$ cat config.mk
export PLATFORM = sky130hd
export DESIGN_NAME = alu_status_unit
export DESIGN_NICKNAME = d
export VERILOG_FILES = /design/src/rtl/alu_pkg.sv /design/src/rtl/alu_ovf_detect.sv /design/src/rtl/alu_status_unit.sv
export SDC_FILE = /design/constraint.sdc
export NUM_CORES = 1
export LEC_CHECK = 0
export CAP_MARGIN = 15
export CORE_MARGIN = 2
export CORE_UTILIZATION = 35
export CTS_BUF_LIST = sky130_fd_sc_hd__clkbuf_4 sky130_fd_sc_hd__clkbuf_8 sky130_fd_sc_hd__clkbuf_16
export CTS_CLUSTER_SIZE = 16
export DETAILED_ROUTE_END_ITERATION = 10
export PLACE_DENSITY = 0.85
export SETUP_SLACK_MARGIN = 0.4
export SLEW_MARGIN = 20
export SYNTH_ARGS = -nofsm -noshare
export SYNTH_HDL_FRONTEND = slang
export SYNTH_SLANG_ARGS = --single-unit
export TNS_END_PERCENT = 100
$ cat constraint.sdc
create_clock -name clk -period 1.8 [get_ports clk]
set_input_delay 0.36 -clock clk [delete_from_list [all_inputs] [get_ports clk]]
set_output_delay 0.36 -clock clk [all_outputs]
set_load 0.01 [all_outputs]
$ cat src/rtl/alu_pkg.sv
// Shared ALU definitions: opcode encodings, status-flag bit positions and
// small opcode helpers used by the status path.
package alu_pkg;

    // Opcodes the adder/subtractor actually executes; all others are
    // non-arithmetic and never report carry or overflow.
    localparam logic [2:0] OP_ADD = 3'b000;
    localparam logic [2:0] OP_SUB = 3'b001;

    // Bit positions of the flags inside a packed status bus.
    localparam int FLAG_N = 3;
    localparam int FLAG_Z = 2;
    localparam int FLAG_C = 1;
    localparam int FLAG_V = 0;
    localparam int FLAG_W = 4;

    typedef logic [FLAG_W-1:0] flags_t;

    // True when the opcode goes through the adder and so has meaningful
    // carry/overflow information.
    function automatic logic is_arith(input logic [2:0] sel);
        return (sel == OP_ADD) || (sel == OP_SUB);
    endfunction

endpackage

$ cat src/rtl/alu_ovf_detect.sv
// Width-generic signed overflow detector. Purely combinational so that
// multi-lane variants can drop one per lane in front of their own registers.
module alu_ovf_detect
    import alu_pkg::*;
#(
    parameter int W = 8
) (
    input  logic [2:0]   sel,
    input  logic [W-1:0] op_a,
    input  logic [W-1:0] op_b,
    input  logic [W-1:0] res_in,
    output logic         ovf
);

    localparam int MSB = W - 1;

    logic sign_a;
    logic sign_b;
    logic sign_r;

    assign sign_a = op_a[MSB];
    assign sign_b = op_b[MSB];
    assign sign_r = res_in[MSB];

    // Only the sign bits decide overflow; the rest of each word is carried
    // through the port so every lane shares the same interface.
    logic unused_lsbs;
    assign unused_lsbs = ^{op_a[MSB-1:0], op_b[MSB-1:0], res_in[MSB-1:0]};

    // Add overflows when like-signed operands give an opposite-signed
    // result; sub overflows when unlike-signed operands give a result whose
    // sign differs from the minuend. Anything else cannot overflow.
    always_comb begin
        ovf = 1'b0;
        case (sel)
            OP_ADD:  ovf = (sign_a == sign_b) && (sign_r != sign_a);
            OP_SUB:  ovf = (sign_a != sign_b) && (sign_r != sign_a);
            default: ovf = 1'b0;
        endcase
    end

endmodule

$ cat src/rtl/alu_status_unit.sv
// Registered status-flag unit placed after the adder/subtractor. Produces
// N/Z/C/V, an optionally saturated result, a sticky overflow flag and a
// saturating overflow event counter, all with one cycle of latency.
module alu_status_unit
    import alu_pkg::*;
#(
    parameter int W      = 8,
    parameter int CNT_W  = 4,
    parameter int SAT_EN = 0
) (
    input  logic             clk,
    input  logic             rst_n,
    input  logic             in_valid,
    input  logic [2:0]       sel,
    input  logic [W-1:0]     op_a,
    input  logic [W-1:0]     op_b,
    input  logic [W-1:0]     res_in,
    input  logic             carry_in,
    input  logic             clear,
    output logic             out_valid,
    output logic             flag_n,
    output logic             flag_z,
    output logic             flag_c,
    output logic             flag_v,
    output logic [W-1:0]     res_out,
    output logic             sticky_v,
    output logic [CNT_W-1:0] ovf_count
);

    localparam int               MSB     = W - 1;
    localparam logic [CNT_W-1:0] CNT_MAX = {CNT_W{1'b1}};
    localparam logic [CNT_W-1:0] CNT_ONE = CNT_W'(1);

    // Clamp to the signed extreme on the side the true result ran off to.
    // The true result always has the sign of operand A when overflow
    // occurs, so A's sign picks max-positive versus min-negative.
    function automatic logic signed [W-1:0] saturate(
        input logic signed [W-1:0] raw,
        input logic                ovf,
        input logic                sign_a
    );
        logic signed [W-1:0] max_pos;
        logic signed [W-1:0] min_neg;
        max_pos = {1'b0, {(W-1){1'b1}}};
        min_neg = {1'b1, {(W-1){1'b0}}};
        if ((SAT_EN != 0) && ovf) begin
            return sign_a ? min_neg : max_pos;
        end
        return raw;
    endfunction

    // Increment that sticks at the top of the range instead of wrapping.
    function automatic logic [CNT_W-1:0] sat_inc(input logic [CNT_W-1:0] cnt);
        return (cnt == CNT_MAX) ? cnt : cnt + CNT_ONE;
    endfunction

    // Combinational overflow for the current operation.
    logic ovf;

    alu_ovf_detect #(
        .W (W)
    ) u_ovf_detect (
        .sel    (sel),
        .op_a   (op_a),
        .op_b   (op_b),
        .res_in (res_in),
        .ovf    (ovf)
    );

    logic signed [W-1:0] res_sat;
    logic                carry_eff;
    logic                ovf_event;

    assign res_sat   = saturate(res_in, ovf, op_a[MSB]);
    assign carry_eff = is_arith(sel) & carry_in;
    assign ovf_event = in_valid & ovf;

    // Registered state and its next-state values.
    logic             valid_q,  valid_d;
    flags_t           flags_q,  flags_d;
    logic [W-1:0]     res_q,    res_d;
    logic             sticky_q, sticky_d;
    logic [CNT_W-1:0] cnt_q,    cnt_d;

    // Next-state for the result/flag pipeline: capture on a valid input,
    // otherwise hold the last captured values.
    always_comb begin
        valid_d = in_valid;
        flags_d = flags_q;
        res_d   = res_q;
        if (in_valid) begin
            res_d           = res_sat;
            flags_d[FLAG_N] = res_sat[MSB];
            flags_d[FLAG_Z] = (res_sat == '0);
            flags_d[FLAG_C] = carry_eff;
            flags_d[FLAG_V] = ovf;
        end
    end

    // Next-state for the accumulating overflow status. A clear that lands
    // on the same edge as an overflow restarts the history with that event
    // rather than discarding it.
    always_comb begin
        sticky_d = sticky_q;
        cnt_d    = cnt_q;
        if (clear) begin
            sticky_d = ovf_event;
            cnt_d    = ovf_event ? CNT_ONE : '0;
        end else if (ovf_event) begin
            sticky_d = 1'b1;
            cnt_d    = sat_inc(cnt_q);
        end
    end

    // All state registers; reset wins over clear and in_valid.
    always_ff @(posedge clk) begin
        if (!rst_n) begin
            valid_q  <= 1'b0;
            flags_q  <= '0;
            res_q    <= '0;
            sticky_q <= 1'b0;
            cnt_q    <= '0;
        end else begin
            valid_q  <= valid_d;
            flags_q  <= flags_d;
            res_q    <= res_d;
            sticky_q <= sticky_d;
            cnt_q    <= cnt_d;
        end
    end

    assign out_valid = valid_q;
    assign flag_n    = flags_q[FLAG_N];
    assign flag_z    = flags_q[FLAG_Z];
    assign flag_c    = flags_q[FLAG_C];
    assign flag_v    = flags_q[FLAG_V];
    assign res_out   = res_q;
    assign sticky_v  = sticky_q;
    assign ovf_count = cnt_q;

endmodule
; ---- After elaboration in Yosys (flattened, before gate mapping)
; Cells that the tools add are included.
[word_totals]
regBits = 18
wordCells = 28
[op_classes]
add_sub_neg = 1
eq_ne = 6
muxes = 7
n_bitwise = 2
n_reduce_logical = 7
[op_table]
columns = cell, n
row1 = 4-bit two-way mux, 3
row2 = 8-bit zero test, 1
row3 = "4-bit by 1-bit adder with 4-bit output, second input constant", 1
row4 = "4-bit equality test, second input constant", 1
row5 = "3-bit by 1-bit equality test with 1-bit output, second input constant", 1
row6 = 3-bit zero test, 1
row7 = 1-bit two-way mux, 3
row8 = 1-bit bitwise AND, 2
row9 = 1-bit logical AND, 2
row10 = 1-bit != test, 2
row11 = "2-bit != test, second input constant", 1
row12 = 1-bit one-hot mux with 2 select lines, 1
row13 = 2-bit AND reduction, 1
row14 = 2-bit nonzero test, 1
row15 = 1-bit equality test, 1
row16 = 1-bit logical OR, 1

; ---- Logic depth before layout (Yosys ltp)
[logic_depth]
ltp_word = 6
depth_mapped = 5
ltp_nobuf = 5

; ---- By module
; A second synthesis with hierarchy kept.
[hier_totals]
hier_cells = 75
area_unflattened_um2 = 749.5
[modules_own_cells]
columns = module, instances, cells_per_inst, area_each_um2, seq_area_each_um2
row1 = alu_status_unit, 1, 71, 711.9, 340.3
row2 = alu_ovf_detect, 1, 4, 37.5, 0.0

; ---- Least setup slack after synthesis
; No wires, ideal clock.
[synth_timing]
path_kind = input -> register
from = input sel[0]
to = register cnt_q[2], in the netlist ovf_count[2]
setup_ns = 0.119
arrival_time_ns = 1.287
setup_slack_ns = 0.394
stages = 4
n_path_buf = 0
path_cell_list = xor2_1 mux2i_2 and3b_1 o221a_1
[synth_via]
elab_chain_len = 5
word_cells_on_any_way = 6
classes_between = 1 x eq/ne / 1 x mux / 1 x bitwise / 3 x reduce/logical
[synth_rtl]
columns = element, line
row1 = "start, declared", alu_status_unit.sv:14  ; input logic [2:0] sel,
row2 = 3-bit by 1-bit equality test with 1-bit output / 3-bit zero test (equally long branches), alu_ovf_detect.sv:35  ; case (sel)
row3 = 1-bit one-hot mux with 2 select lines (*), alu_ovf_detect.sv:35
row4 = 1-bit bitwise AND (*), alu_status_unit.sv:76  ; assign ovf_event = in_valid & ovf;
row5 = 2-bit nonzero test (no line) (*), n/a
row6 = 2-bit AND reduction (no line) (*), n/a
row7 = "end signal, assigned", alu_status_unit.sv:128  ; cnt_q <= cnt_d;
row8 = "end, declared", alu_status_unit.sv:83  ; logic [CNT_W-1:0] cnt_q, cnt_d;
; Every way passes the cells marked *; elsewhere a longest branch is shown, timed or not.
; A chain may end at the register's enable or synchronous reset.

; ---- Worst setup path after layout
[layout_timing]
from = input op_b[7]
to = register cnt_q[1], in the netlist ovf_count[1]
[layout_via]
elab_chain_len = 6
word_cells_on_any_way = 8
classes_between = 2 x eq/ne / 1 x mux / 1 x bitwise / 4 x reduce/logical
[layout_rtl]
columns = element, line
row1 = "start, declared", alu_status_unit.sv:16  ; input logic [W-1:0] op_b,
row2 = 1-bit != test / 1-bit equality test (equally long branches), "alu_ovf_detect.sv:37, alu_ovf_detect.sv:36"
row3 = "1-bit logical AND, on equally long branches", "alu_ovf_detect.sv:37, alu_ovf_detect.sv:36"
row4 = 1-bit one-hot mux with 2 select lines (*), alu_ovf_detect.sv:35
row5 = 1-bit bitwise AND (*), alu_status_unit.sv:76
row6 = 2-bit nonzero test (no line) (*), n/a
row7 = 2-bit AND reduction (no line) (*), n/a
; Marks and branches as above.

==> impl_metrics.env <==
export IMPL_final_core_util=0.603
export IMPL_part_of_the_total_power_dissipated_in_the_clock_network=0.292
export IMPL_hp_class="register to register"
export IMPL_drt_iter0_drc=6
export IMPL_final_period_utilization=0.740
export IMPL_status="finished, final reports clean"
export IMPL_dpl_cell_count=140
export IMPL_p_switching_uw=179
export IMPL_synth_top_cell_by_area="sky130_fd_sc_hd__dfxtp_1"
export IMPL_post_route_cells_drive_above_1_share=0.171
export IMPL_detail_route_wirelength_um=1870
export IMPL_cts_max_path_buffers=2
export IMPL_crit_type="input port to register"
export IMPL_synth_lib_cells_used_distinct=29
export IMPL_clock_sink_count=17
export IMPL_max_slew_margin=0.799
export IMPL_mappedNetlistNets=108
export IMPL_most_frequent_cell_after_synthesis="sky130_fd_sc_hd__dfxtp_1"
export IMPL_route_antenna_remaining_nets=0
export IMPL_layout_cells_non_filler=144
export IMPL_critical_path_n_buffers_inverters=3
export IMPL_drt_drc_violations_left=0
export IMPL_n_fill_cell=186
export IMPL_final_min_clock_period_ps=1330
export IMPL_cellPowerDensity_nw_per_um2=620
export IMPL_post_synthesis_cell_count=75
export IMPL_mappedNetlistArea_um2=759
export IMPL_final_net_count=151
export IMPL_max_clock_freq_ghz=0.751
export IMPL_cts_root_buffer_type="sky130_fd_sc_hd__clkbuf_4"
export IMPL_final_setup_viol_count=0
export IMPL_drt_pre_antenna_iters=4
export IMPL_fp_dieArea_um2=2560
export IMPL_timing_setup_tns_ps=0
export IMPL_intPower_uw=570
export IMPL_netlist_area_leader_share=0.448
export IMPL_antenna_cells_inserted=0
export IMPL_slowest_delay_ps=250
export IMPL_initial_core_util=0.379
export IMPL_synth_area_leaders="sky130_fd_sc_hd__dfxtp_1 45%, sky130_fd_sc_hd__nor2b_1 11%, sky130_fd_sc_hd__mux2i_1 11%"
export IMPL_cp_data_required_time_ps=1980
export IMPL_tritoncts="yes"
export IMPL_clkTransAtPathRegs_ps=100
export IMPL_placedInstanceArea_um2=1180
export IMPL_grt_overflow_total=0
export IMPL_cts_made_buffers=3
export IMPL_setup_worst_path_start_class="input port"
export IMPL_ios=50
export IMPL_arrival_ps=1510
export IMPL_design_area_um2=1210
export IMPL_path_max_fanout=4
export IMPL_layout_area_overhead_vs_synth_pct=59.0
export IMPL_leakagePower_uw=0.000572
export IMPL_post_cts_setup_buffers=0
export IMPL_via_count_of_the_first_global_routing_pass=708
export IMPL_grt_start_max_net_pins=16
export IMPL_dpl_hpwl_um=1450
export IMPL_grtUsageTotal=0.154
export IMPL_cp_cell_sequence="dlygate4sd2_1 > xor2_2 > mux2i_2 > buf_4 > buf_4 > o211ai_1 > o31ai_1"
export IMPL_ys_warnings_count=0
export IMPL_ys_flop_type="sky130_fd_sc_hd__dfxtp_1"
export IMPL_io_buffer_count=35
export IMPL_cp_slowest_cell="sky130_fd_sc_hd__dlygate4sd2_1"
export IMPL_cp_common_cell="sky130_fd_sc_hd__buf_4"
export IMPL_ys_seq_area_frac=0.448
export IMPL_finalMaxSlewViolations=0
export IMPL_antenna_found_initial=0
export IMPL_place_congestion=0.860
export IMPL_avg_wl_per_cell_um=13.0
export IMPL_floorplan_core_area_um2=2000
export IMPL_die_width_um=50.6
export IMPL_avgViaCountPerCell=4.81
export IMPL_rows=16
export IMPL_endpoint_kind="register"
export IMPL_skew_ps=3.49
export IMPL_grt_setup_unrepaired="no"
export IMPL_number_of_flops_mapped_to_enable_cells_by_yosys=0
export IMPL_worst_slew_pin_slew_ps=301
export IMPL_insertion_delay_ps=290
export IMPL_synth_common_cells="17 x sky130_fd_sc_hd__dfxtp_1, 13 x sky130_fd_sc_hd__nor2b_1, 8 x sky130_fd_sc_hd__mux2i_1"
export IMPL_dr_total_vias=693
export IMPL_combPwrFrac=0.179
export IMPL_hold_viol=0
export IMPL_crit_family="buffers and inverters"
export IMPL_synthArstFlopShare=0
export IMPL_irDropWorstVdd_uv=560
export IMPL_timing_max_cap_violations=0
export IMPL_syn_avg_cell_area_um2=10.1
export IMPL_netSwitchingFraction=0.238
export IMPL_first_pass_grt_wire_length_um=3010
export IMPL_seqPwrFrac=0.529
export IMPL_die_h_um=50.6
export IMPL_cts_htree_levels=1
export IMPL_flip_flop_and_latch_count_after_synthesis=17
per-stage QoR:
stage	power, uW	hold WS, ps	setup WS, ps
3_5_place_dp	551	462	-90.0
4_1_cts	760	473	444
6_report	749	466	468
3_3_place_gp	547	459	-39.5
5_1_grt	782	469	402
2_1_floorplan	459	488	430
logic make-up after synthesis:
logic type,Yosys count,share of synthesized area
xor gates and xnor gates,1,0.0115
DFF,17,0.448
adders and majority gates,1,0.0165
muxes,9,0.124
buffers and inverters,4,0.0263
AOI/OAI and AO/OA,13,0.120
and+or+nand+nor,30,0.254
layout by cell type (no fill, tap or decap):
cell type                          n
sky130_fd_sc_hd__a21boi_0          3
sky130_fd_sc_hd__a21boi_1          1
sky130_fd_sc_hd__a21oi_1           1
sky130_fd_sc_hd__a31oi_1           1
sky130_fd_sc_hd__and2_1            1
sky130_fd_sc_hd__and3_1            1
sky130_fd_sc_hd__and3b_1           1
sky130_fd_sc_hd__buf_4             6
sky130_fd_sc_hd__clkbuf_4          4
sky130_fd_sc_hd__clkdlybuf4s50_1  10
sky130_fd_sc_hd__dfxtp_1          13
sky130_fd_sc_hd__dfxtp_2           4
sky130_fd_sc_hd__dlygate4sd2_1    22
sky130_fd_sc_hd__dlymetal6s2s_1    3
sky130_fd_sc_hd__ha_2              1
sky130_fd_sc_hd__inv_1             1
sky130_fd_sc_hd__mux2i_1           8
sky130_fd_sc_hd__mux2i_2           1
sky130_fd_sc_hd__nand2_1           3
sky130_fd_sc_hd__nand2b_1          3
sky130_fd_sc_hd__nand3_1           3
sky130_fd_sc_hd__nand3b_1          1
sky130_fd_sc_hd__nor2b_1          11
sky130_fd_sc_hd__nor2b_2           1
sky130_fd_sc_hd__nor2b_4           1
sky130_fd_sc_hd__nor3b_4           1
sky130_fd_sc_hd__nor4_1            2
sky130_fd_sc_hd__o2111ai_1         1
sky130_fd_sc_hd__o211ai_1          1
sky130_fd_sc_hd__o21ai_0           3
sky130_fd_sc_hd__o221a_1           1
sky130_fd_sc_hd__o31ai_1           1
sky130_fd_sc_hd__or3_1             1
sky130_fd_sc_hd__xor2_2            1
routing by layer:
layer | global-route usage | wire (um)
met2 | 0.281 | 987
met5 | 0 | 0
met4 | 0.0631 | 0
met1 | 0.164 | 730
met3 | 0.0476 | 152
what timing repair did:
item                       in CTS  in global routing
hold buffers                    0                  0
pin swaps                       1                  4
resized for setup              29                  4
setup endpoints to repair      24                  1
worst register-to-register path, stage by stage (launching register included):
cell and delay, ps:
sky130_fd_sc_hd__dfxtp_2 350, sky130_fd_sc_hd__ha_2 210, sky130_fd_sc_hd__nand3_1 100, sky130_fd_sc_hd__nand3_1 100
sky130_fd_sc_hd__or3_1 350, sky130_fd_sc_hd__a21boi_1 120
power by group through the flow:
stage	Sequential [uW]	Combinational, uW	Clock [uW]
after CTS	396	136	228
after global placement	405	143	0
after global routing	398	144	239
after detailed placement	405	146	0
after floorplan	411	48.1	0
final	396	134	219
worst paths after layout:
kind / start / end / slack, ps / cells past startpoint
setup / recovery: op_b[7] / ovf_count[1] / 470 / 7
hold reg to reg: sticky_v / sticky_v / 470 / 2
setup reg to reg: ovf_count[0] / ovf_count[3] / 520 / 5
hold / removal: sticky_v / sticky_v / 470 / 2
sequential cells by signal (all words and copies together) (netlist names):
name       cells
ovf_count      4
flags_q        4
res_out        7
sticky_v       1
out_valid      1
final cells by class:
type                    instances  area, um^2  share of cell area
well taps                      27        33.8              0.0280
inverters                       1        3.75             0.00311
flip-flops and latches         17         345               0.286
clock buffers                   4        30.0              0.0249
multi-input cells              54         419               0.347
repair buffers                 41         375               0.311
Note: power is estimated with default switching activity, not from simulation.
